==> src/rtl/draw_arbiter_pkg.sv <==
// Shared constants and state type for the rectangle draw arbiter.
// Widths match the vga_adapter pixel bus and request fields.
package draw_pkg;

  localparam int SCREEN_W = 160;
  localparam int SCREEN_H = 120;
  localparam int XW       = 8;
  localparam int WW       = 4;
  localparam int HW       = 3;
  localparam int CW       = 3;

  typedef enum logic [1:0] {
    IDLE,
    DRAW,
    DONE
  } state_e;

endpackage

==> src/rtl/draw_arbiter_if.sv <==
// Request and pixel-output bundle between requesters,
// the draw arbiter and the vga_adapter.
interface draw_arbiter_if
  import draw_pkg::*;
#(
  parameter int NUM_REQ = 4
);

  logic [NUM_REQ-1:0]    req;
  logic [XW*NUM_REQ-1:0] req_x;
  logic [XW*NUM_REQ-1:0] req_y;
  logic [WW*NUM_REQ-1:0] req_w;
  logic [HW*NUM_REQ-1:0] req_h;
  logic [CW*NUM_REQ-1:0] req_colour;

  logic [NUM_REQ-1:0]    grant;
  logic [NUM_REQ-1:0]    done;
  logic [XW-1:0]         x;
  logic [XW-1:0]         y;
  logic [CW-1:0]         colour;
  logic                  plot;
  logic                  busy;

  modport master (
    output req, req_x, req_y,
    output req_w, req_h, req_colour,
    input  grant, done, x, y,
    input  colour, plot, busy
  );

  modport slave (
    input  req, req_x, req_y,
    input  req_w, req_h, req_colour,
    output grant, done, x, y,
    output colour, plot, busy
  );

endinterface

==> src/rtl/draw_arbiter_rr_arbiter.sv <==
// Combinational round-robin pick: first asserted request
// at or after the slot following the last grant.
module rr_arbiter #(
  parameter int NUM_REQ = 4,
  parameter int IW      = 2
) (
  input  logic [NUM_REQ-1:0] req_i,
  input  logic [IW-1:0]      last_i,
  output logic [NUM_REQ-1:0] win_o
);

  logic          found;
  logic [IW-1:0] idx;

  always_comb begin
    win_o = '0;
    found = 1'b0;
    idx   = '0;
    for (int k = 0; k < NUM_REQ; k++) begin
      idx = IW'((int'(last_i) + 1 + k) % NUM_REQ);
      if (!found && req_i[idx]) begin
        win_o[idx] = 1'b1;
        found      = 1'b1;
      end
    end
  end

endmodule

==> src/rtl/draw_arbiter.sv <==
// Round-robin arbiter that rasterises one requester's
// rectangle at a time onto the vga_adapter pixel port.
module draw_arbiter
  import draw_pkg::*;
#(
  parameter int NUM_REQ  = 4,
  parameter int SCREEN_W = 160,
  parameter int SCREEN_H = 120
) (
  input  logic           clock,
  input  logic           reset,
  draw_arbiter_if.slave  bus
);

  localparam int IW =
    (NUM_REQ > 1) ? $clog2(NUM_REQ) : 1;
  localparam logic [8:0] SW9 = 9'(SCREEN_W);
  localparam logic [8:0] SH9 = 9'(SCREEN_H);

  state_e             state_q, state_d;
  logic [IW-1:0]      last_q, last_d;
  logic [NUM_REQ-1:0] gnt_q, gnt_d;
  logic [NUM_REQ-1:0] win;
  logic [XW-1:0]      x0_q, x0_d;
  logic [XW-1:0]      y0_q, y0_d;
  logic [WW-1:0]      w_q, w_d;
  logic [HW-1:0]      h_q, h_d;
  logic [CW-1:0]      c_q, c_d;
  logic [WW-1:0]      col_q, col_d;
  logic [HW-1:0]      row_q, row_d;
  logic [8:0]         px, py;
  logic               last_px;

  rr_arbiter #(
    .NUM_REQ (NUM_REQ),
    .IW      (IW)
  ) u_rr (
    .req_i  (bus.req),
    .last_i (last_q),
    .win_o  (win)
  );

  // 9-bit sums keep off-screen wrap from landing on-screen
  assign px = {1'b0, x0_q} + 9'(col_q);
  assign py = {1'b0, y0_q} + 9'(row_q);
  assign last_px = (col_q == w_q) && (row_q == h_q);

  always_ff @(posedge clock) begin
    if (reset) begin
      state_q <= IDLE;
      last_q  <= IW'(NUM_REQ - 1);
      gnt_q   <= '0;
      x0_q    <= '0;
      y0_q    <= '0;
      w_q     <= '0;
      h_q     <= '0;
      c_q     <= '0;
      col_q   <= '0;
      row_q   <= '0;
    end else begin
      state_q <= state_d;
      last_q  <= last_d;
      gnt_q   <= gnt_d;
      x0_q    <= x0_d;
      y0_q    <= y0_d;
      w_q     <= w_d;
      h_q     <= h_d;
      c_q     <= c_d;
      col_q   <= col_d;
      row_q   <= row_d;
    end
  end

  always_comb begin
    state_d = state_q;
    last_d  = last_q;
    gnt_d   = gnt_q;
    x0_d    = x0_q;
    y0_d    = y0_q;
    w_d     = w_q;
    h_d     = h_q;
    c_d     = c_q;
    col_d   = col_q;
    row_d   = row_q;
    unique case (state_q)
      IDLE: begin
        if (|bus.req) begin
          state_d = DRAW;
          gnt_d   = win;
          col_d   = '0;
          row_d   = '0;
          for (int i = 0; i < NUM_REQ; i++) begin
            if (win[i]) begin
              x0_d   = bus.req_x[i*XW +: XW];
              y0_d   = bus.req_y[i*XW +: XW];
              w_d    = bus.req_w[i*WW +: WW];
              h_d    = bus.req_h[i*HW +: HW];
              c_d    = bus.req_colour[i*CW +: CW];
              last_d = IW'(i);
            end
          end
        end
      end
      DRAW: begin
        if (last_px) begin
          state_d = DONE;
        end else if (col_q == w_q) begin
          col_d = '0;
          row_d = row_q + 3'd1;
        end else begin
          col_d = col_q + 4'd1;
        end
      end
      DONE: state_d = IDLE;
      default: state_d = IDLE;
    endcase
  end

  always_comb begin
    bus.grant  = '0;
    bus.done   = '0;
    bus.x      = '0;
    bus.y      = '0;
    bus.colour = '0;
    bus.plot   = 1'b0;
    bus.busy   = (state_q != IDLE);
    if (state_q == DRAW) begin
      bus.grant  = gnt_q;
      bus.x      = px[7:0];
      bus.y      = py[7:0];
      bus.colour = c_q;
      bus.plot   = (px < SW9) && (py < SH9);
    end
    if (state_q == DONE) begin
      bus.done = gnt_q;
    end
  end

endmodule
==> src/flat_wrapper.sv <==
// flat-port wrapper written by rule: the top's interface ports become plain ports
module draw_arbiter_flat import draw_pkg::*;
#(
  parameter int NUM_REQ  = 4,
  parameter int SCREEN_W = 160,
  parameter int SCREEN_H = 120
)
  (clock, reset, bus_req, bus_req_x, bus_req_y, bus_req_w, bus_req_h, bus_req_colour, bus_grant, bus_done, bus_x, bus_y, bus_colour, bus_plot, bus_busy);
  draw_arbiter_if #(.NUM_REQ(NUM_REQ)) bus_i ();
  input  logic clock;
  input  logic reset;
  input wire logic [$bits(bus_i.req)-1:0] bus_req;
  input wire logic [$bits(bus_i.req_x)-1:0] bus_req_x;
  input wire logic [$bits(bus_i.req_y)-1:0] bus_req_y;
  input wire logic [$bits(bus_i.req_w)-1:0] bus_req_w;
  input wire logic [$bits(bus_i.req_h)-1:0] bus_req_h;
  input wire logic [$bits(bus_i.req_colour)-1:0] bus_req_colour;
  output wire logic [$bits(bus_i.grant)-1:0] bus_grant;
  output wire logic [$bits(bus_i.done)-1:0] bus_done;
  output wire logic [$bits(bus_i.x)-1:0] bus_x;
  output wire logic [$bits(bus_i.y)-1:0] bus_y;
  output wire logic [$bits(bus_i.colour)-1:0] bus_colour;
  output wire logic [$bits(bus_i.plot)-1:0] bus_plot;
  output wire logic [$bits(bus_i.busy)-1:0] bus_busy;
  assign bus_i.req = bus_req;
  assign bus_i.req_x = bus_req_x;
  assign bus_i.req_y = bus_req_y;
  assign bus_i.req_w = bus_req_w;
  assign bus_i.req_h = bus_req_h;
  assign bus_i.req_colour = bus_req_colour;
  assign bus_grant = bus_i.grant;
  assign bus_done = bus_i.done;
  assign bus_x = bus_i.x;
  assign bus_y = bus_i.y;
  assign bus_colour = bus_i.colour;
  assign bus_plot = bus_i.plot;
  assign bus_busy = bus_i.busy;
  draw_arbiter #(.NUM_REQ(NUM_REQ), .SCREEN_W(SCREEN_W), .SCREEN_H(SCREEN_H)) u_core (.clock(clock), .reset(reset), .bus(bus_i));
endmodule
==> config.mk <==
export PLATFORM = sky130hd
export DESIGN_NAME = draw_arbiter_flat
export DESIGN_NICKNAME = d
export VERILOG_FILES = /design/src/rtl/draw_arbiter_pkg.sv /design/src/rtl/draw_arbiter_if.sv /design/src/rtl/draw_arbiter_rr_arbiter.sv /design/src/rtl/draw_arbiter.sv /design/src/flat_wrapper.sv
export SDC_FILE = /design/constraint.sdc
export NUM_CORES = 1
export LEC_CHECK = 0
export BUFFER_PORTS_ARGS = -buffer_cell sky130_fd_sc_hd__buf_2
export CAP_MARGIN = 20
export CORE_MARGIN = 3
export CORE_UTILIZATION = 54
export CTS_BUF_LIST = sky130_fd_sc_hd__clkbuf_16
export CTS_CLUSTER_SIZE = 40
export DETAILED_ROUTE_END_ITERATION = 16
export PLACE_DENSITY = 0.87
export SLEW_MARGIN = 20
export SYNTH_ARGS = -nofsm -noshare
export SYNTH_HDL_FRONTEND = slang
export SYNTH_SLANG_ARGS = --single-unit
export TNS_END_PERCENT = 10
==> constraint.sdc <==
create_clock -name clock -period 5.3 [get_ports clock]
set_input_delay 1.06 -clock clock [delete_from_list [all_inputs] [get_ports clock]]
set_output_delay 1.06 -clock clock [all_outputs]
set_load 0.02 [all_outputs]
==> results_dict.tcl <==
set metrics [dict create \
    grt_pass1_wl_um 16300 \
    ant_nets 0 \
    hold_end "u_core.c_q[1]" \
    cts_tree "yes" \
    synth_fp_nets 592 \
    wl_um 10300 \
    nFillCells 545 \
    fin_util_pct 68.4 \
    core-area_um2 6490 \
    synthAdderAreaFrac_pct 6.18 \
    cp_top_family "compound AO/OA/AOI/OAI gates" \
    rsz0062_at_grt "no" \
    crit_slowest_cell "dfxtp_1" \
    start_util_pct 56.8 \
    relSlewSlack_pct 34.5 \
    numCtsBuffers 5 \
    path_cells "inv_2, ha_1, or4bb_1, nand2_1, o21ai_0, o221a_4, a41oi_4, buf_4, nor2_1, a311oi_1" \
    ys.flop_type "dfxtp_1" \
    hold_viol 0 \
    synth_cell_types 64 \
    drtIter0Drc 245 \
    synth_area_per_cell_um2 7.93 \
    yosys_register_bits 41 \
    crit_fanout 56 \
    synth_edf_count 0 \
    via_per_inst 5.90 \
    synthTopCellsByCount "87 x nand2_1, 79 x nor2_1, 41 x dfxtp_1" \
    cts_resized 0 \
    dpl.hpwl_um 7870 \
    synth-xor-area-share_pct 4.99 \
    hold_class "flop to flop" \
    die_x_um 88.6 \
    critical-path-max-stage-delay_ps 780 \
    vias 3857 \
    cp.buffers_inverters 2 \
    finalMaxSlewViolations 0 \
    fin_crit_sh_pct 78.2 \
    outcome "completed" \
    synthTopCellsByArea "dfxtp_1 22%, nand2_1 8.9%, a311oi_2 8.6%, nor2_1 8.0%, a311o_1 7.1%" \
    remaining_drc_errors 0 \
    die_h_um 88.6 \
    antenna_found_initial 0 \
    syn_inst 465 \
    rr_startpoint "u_core.last_q[0]" \
    synth_top_family_by_area "simple AND/OR/NAND/NOR gates" \
    critical_path_class "flop to flop" \
    track_usage_pct 26.0 \
    grt_pass1_vias 3536 \
    io_pins 139 \
    drt_pass1_iterations 4 \
    yosys.area_share.simple_pct 28.6 \
    reg2reg_depth 10 \
    skew_ps 3.43 \
    syn_area_um2 3690 \
    hold-path-cell-count 2 \
    ctsHoldBuffers 0 \
    yosys_warnings 0 \
    maxCapViolations 0 \
    synth_top_cell_by_area "dfxtp_1" \
    clk_latency_ps 280 \
    endpoint_kind "flop" \
    ys_async_sr_fraction_pct 0 \
    power_density_nw_per_um2 540 \
    ir_drop_v 0.000286 \
    fmax_mhz 241 \
    worstPathArrival_ps 4320 \
    synth_compound_area_share_pct 27.7 \
    cellLeakagePower_nw 2.03 \
    hp-start "u_core.c_q[1]" \
    crit_required_ps 5470 \
    cts-htree-levels 2 \
    dieArea_um2 7850 \
    setup_tns_ps 0 \
    setup-violations-final 0 \
    rrSetupSlack_ps 1160 \
    grt_max_degree 57 \
    clkTransAtPathRegs_ps 60 \
    synth_mux_area_share_pct 3.29 \
    drive_gt1_share_pct 32.6 \
    synth_top_area_share_pct 22.3 \
    tightest_slew_ps 980 \
    cts.sinks 41 \
    cts_buffer_depth 2 \
    placementRows 29 \
    nNetsFinal 703 \
    period_minus_slack_ps 4140 \
    insertedDiodeCount 0 \
    start_kind "flop" \
    wl_per_cell_um 15.7 \
    path_depth 10 \
    io_buffers 138 \
    worst_r2r_endpoint "u_core.w_q[2]" \
    syn_to_final_growth_pct 20.6 \
    cts_setup_buffers 0 \
    ys_seq_area_share_pct 22.3 \
    synth_most_common_cell "nand2_1" \
    grt_remaining_overflow 0 \
    cts-root-buf "clkbuf_16" \
    gp_routability_congestion 0.874 \
]
## logic make-up (layout without fill, tap and decap cells)
logic type	Yosys count	after routing
buffers and inverters	42	154
xor gates and xnor gates	21	21
DFF	41	41
and+or+nand+nor	230	230
adders and majority gates	17	17
muxes	10	10
AOI/OAI and AO/OA	104	104
## layer usage
layer / track usage, % / up-vias / part of all wire, %
met4: 8.79 / 0 / 1.7
met2: 42.4 / 153 / 47
met1: 34.7 / 1790 / 44
li1: - / 1899 / -
met3: 4.56 / 15 / 7.2
met5: 0 / - / 0
## report_power, final
part	switching, mW	internal (mW)	leakage [nW]
sequential	0.123	0.412	0.339
clock	0.119	0.221	0.0852
combinational	0.904	0.623	1.61
## placed cells by master (no fill, tap or decap), types with 3 or more instances in the layout
cell,instances
buf_2,138
nand2_1,87
nor2_1,79
dfxtp_1,41
a311o_1,26
a311oi_2,21
and2_1,17
ha_1,15
xor2_1,12
a21oi_1,9
xnor2_1,9
nand3_1,7
o21ai_0,7
a21o_1,6
nor2b_1,5
nor3_1,5
or2_2,5
inv_1,5
mux2i_1,5
a211oi_1,5
a311oi_1,5
clkbuf_16,5
o211ai_1,4
nor4_1,4
nand2b_1,3
o31ai_1,3
mux2_2,3
## worst min-delay path, cell delays in order, from the launching register on
cell      delay [ps]
dfxtp_1          310
nor2_1            90
a311oi_1          50
## how the worst max path moves through the flow
stage / from / endpoint / slack, ps
2_1_floorplan: u_core.row_q[0] / bus_plot / 1500
6_report: u_core.last_q[0] / u_core.w_q[2] / 1160
5_1_grt: u_core.last_q[0] / u_core.h_q[2] / 930
4_1_cts: u_core.last_q[0] / u_core.w_q[2] / 1190
3_3_place_gp: u_core.last_q[0] / u_core.x0_q[3] / 1410
3_5_place_dp: u_core.last_q[0] / u_core.y0_q[0] / 1240
## layout make-up
| type | count | area, µm² | area share [%] |
|---|---|---|---|
| timing repair buffer | 141 | 726 | 16.3 |
| sequential | 41 | 821 | 18.5 |
| clock inverter | 3 | 42.5 | 0.957 |
| tap | 77 | 96.3 | 2.17 |
| multi-input combinational | 382 | 2620 | 58.9 |
| inverter | 5 | 18.8 | 0.422 |
| clock buffer | 5 | 125 | 2.81 |
## stage by stage
stage	hold WS (ps)	setup slack (ps)	power, mW	area [µm²]	instances
after global placement	482	1410	1.98	4260	645
after global routing	523	931	2.59	4450	654
after detailed placement	494	1240	2.04	4260	645
final	503	1160	2.40	4450	654
after CTS	502	1190	2.38	4430	653
after floorplan	472	1500	1.79	3690	465
## state kept, by name, indices dropped and copies added (netlist names)
register and cells:
u_core.col_q 4, u_core.gnt_q 4, u_core.state_q 2, u_core.last_q 2
u_core.row_q 3, u_core.y0_q 8, u_core.c_q 3, u_core.w_q 4
u_core.h_q 3, u_core.x0_q 8
(Power assumes the default switching activity.)
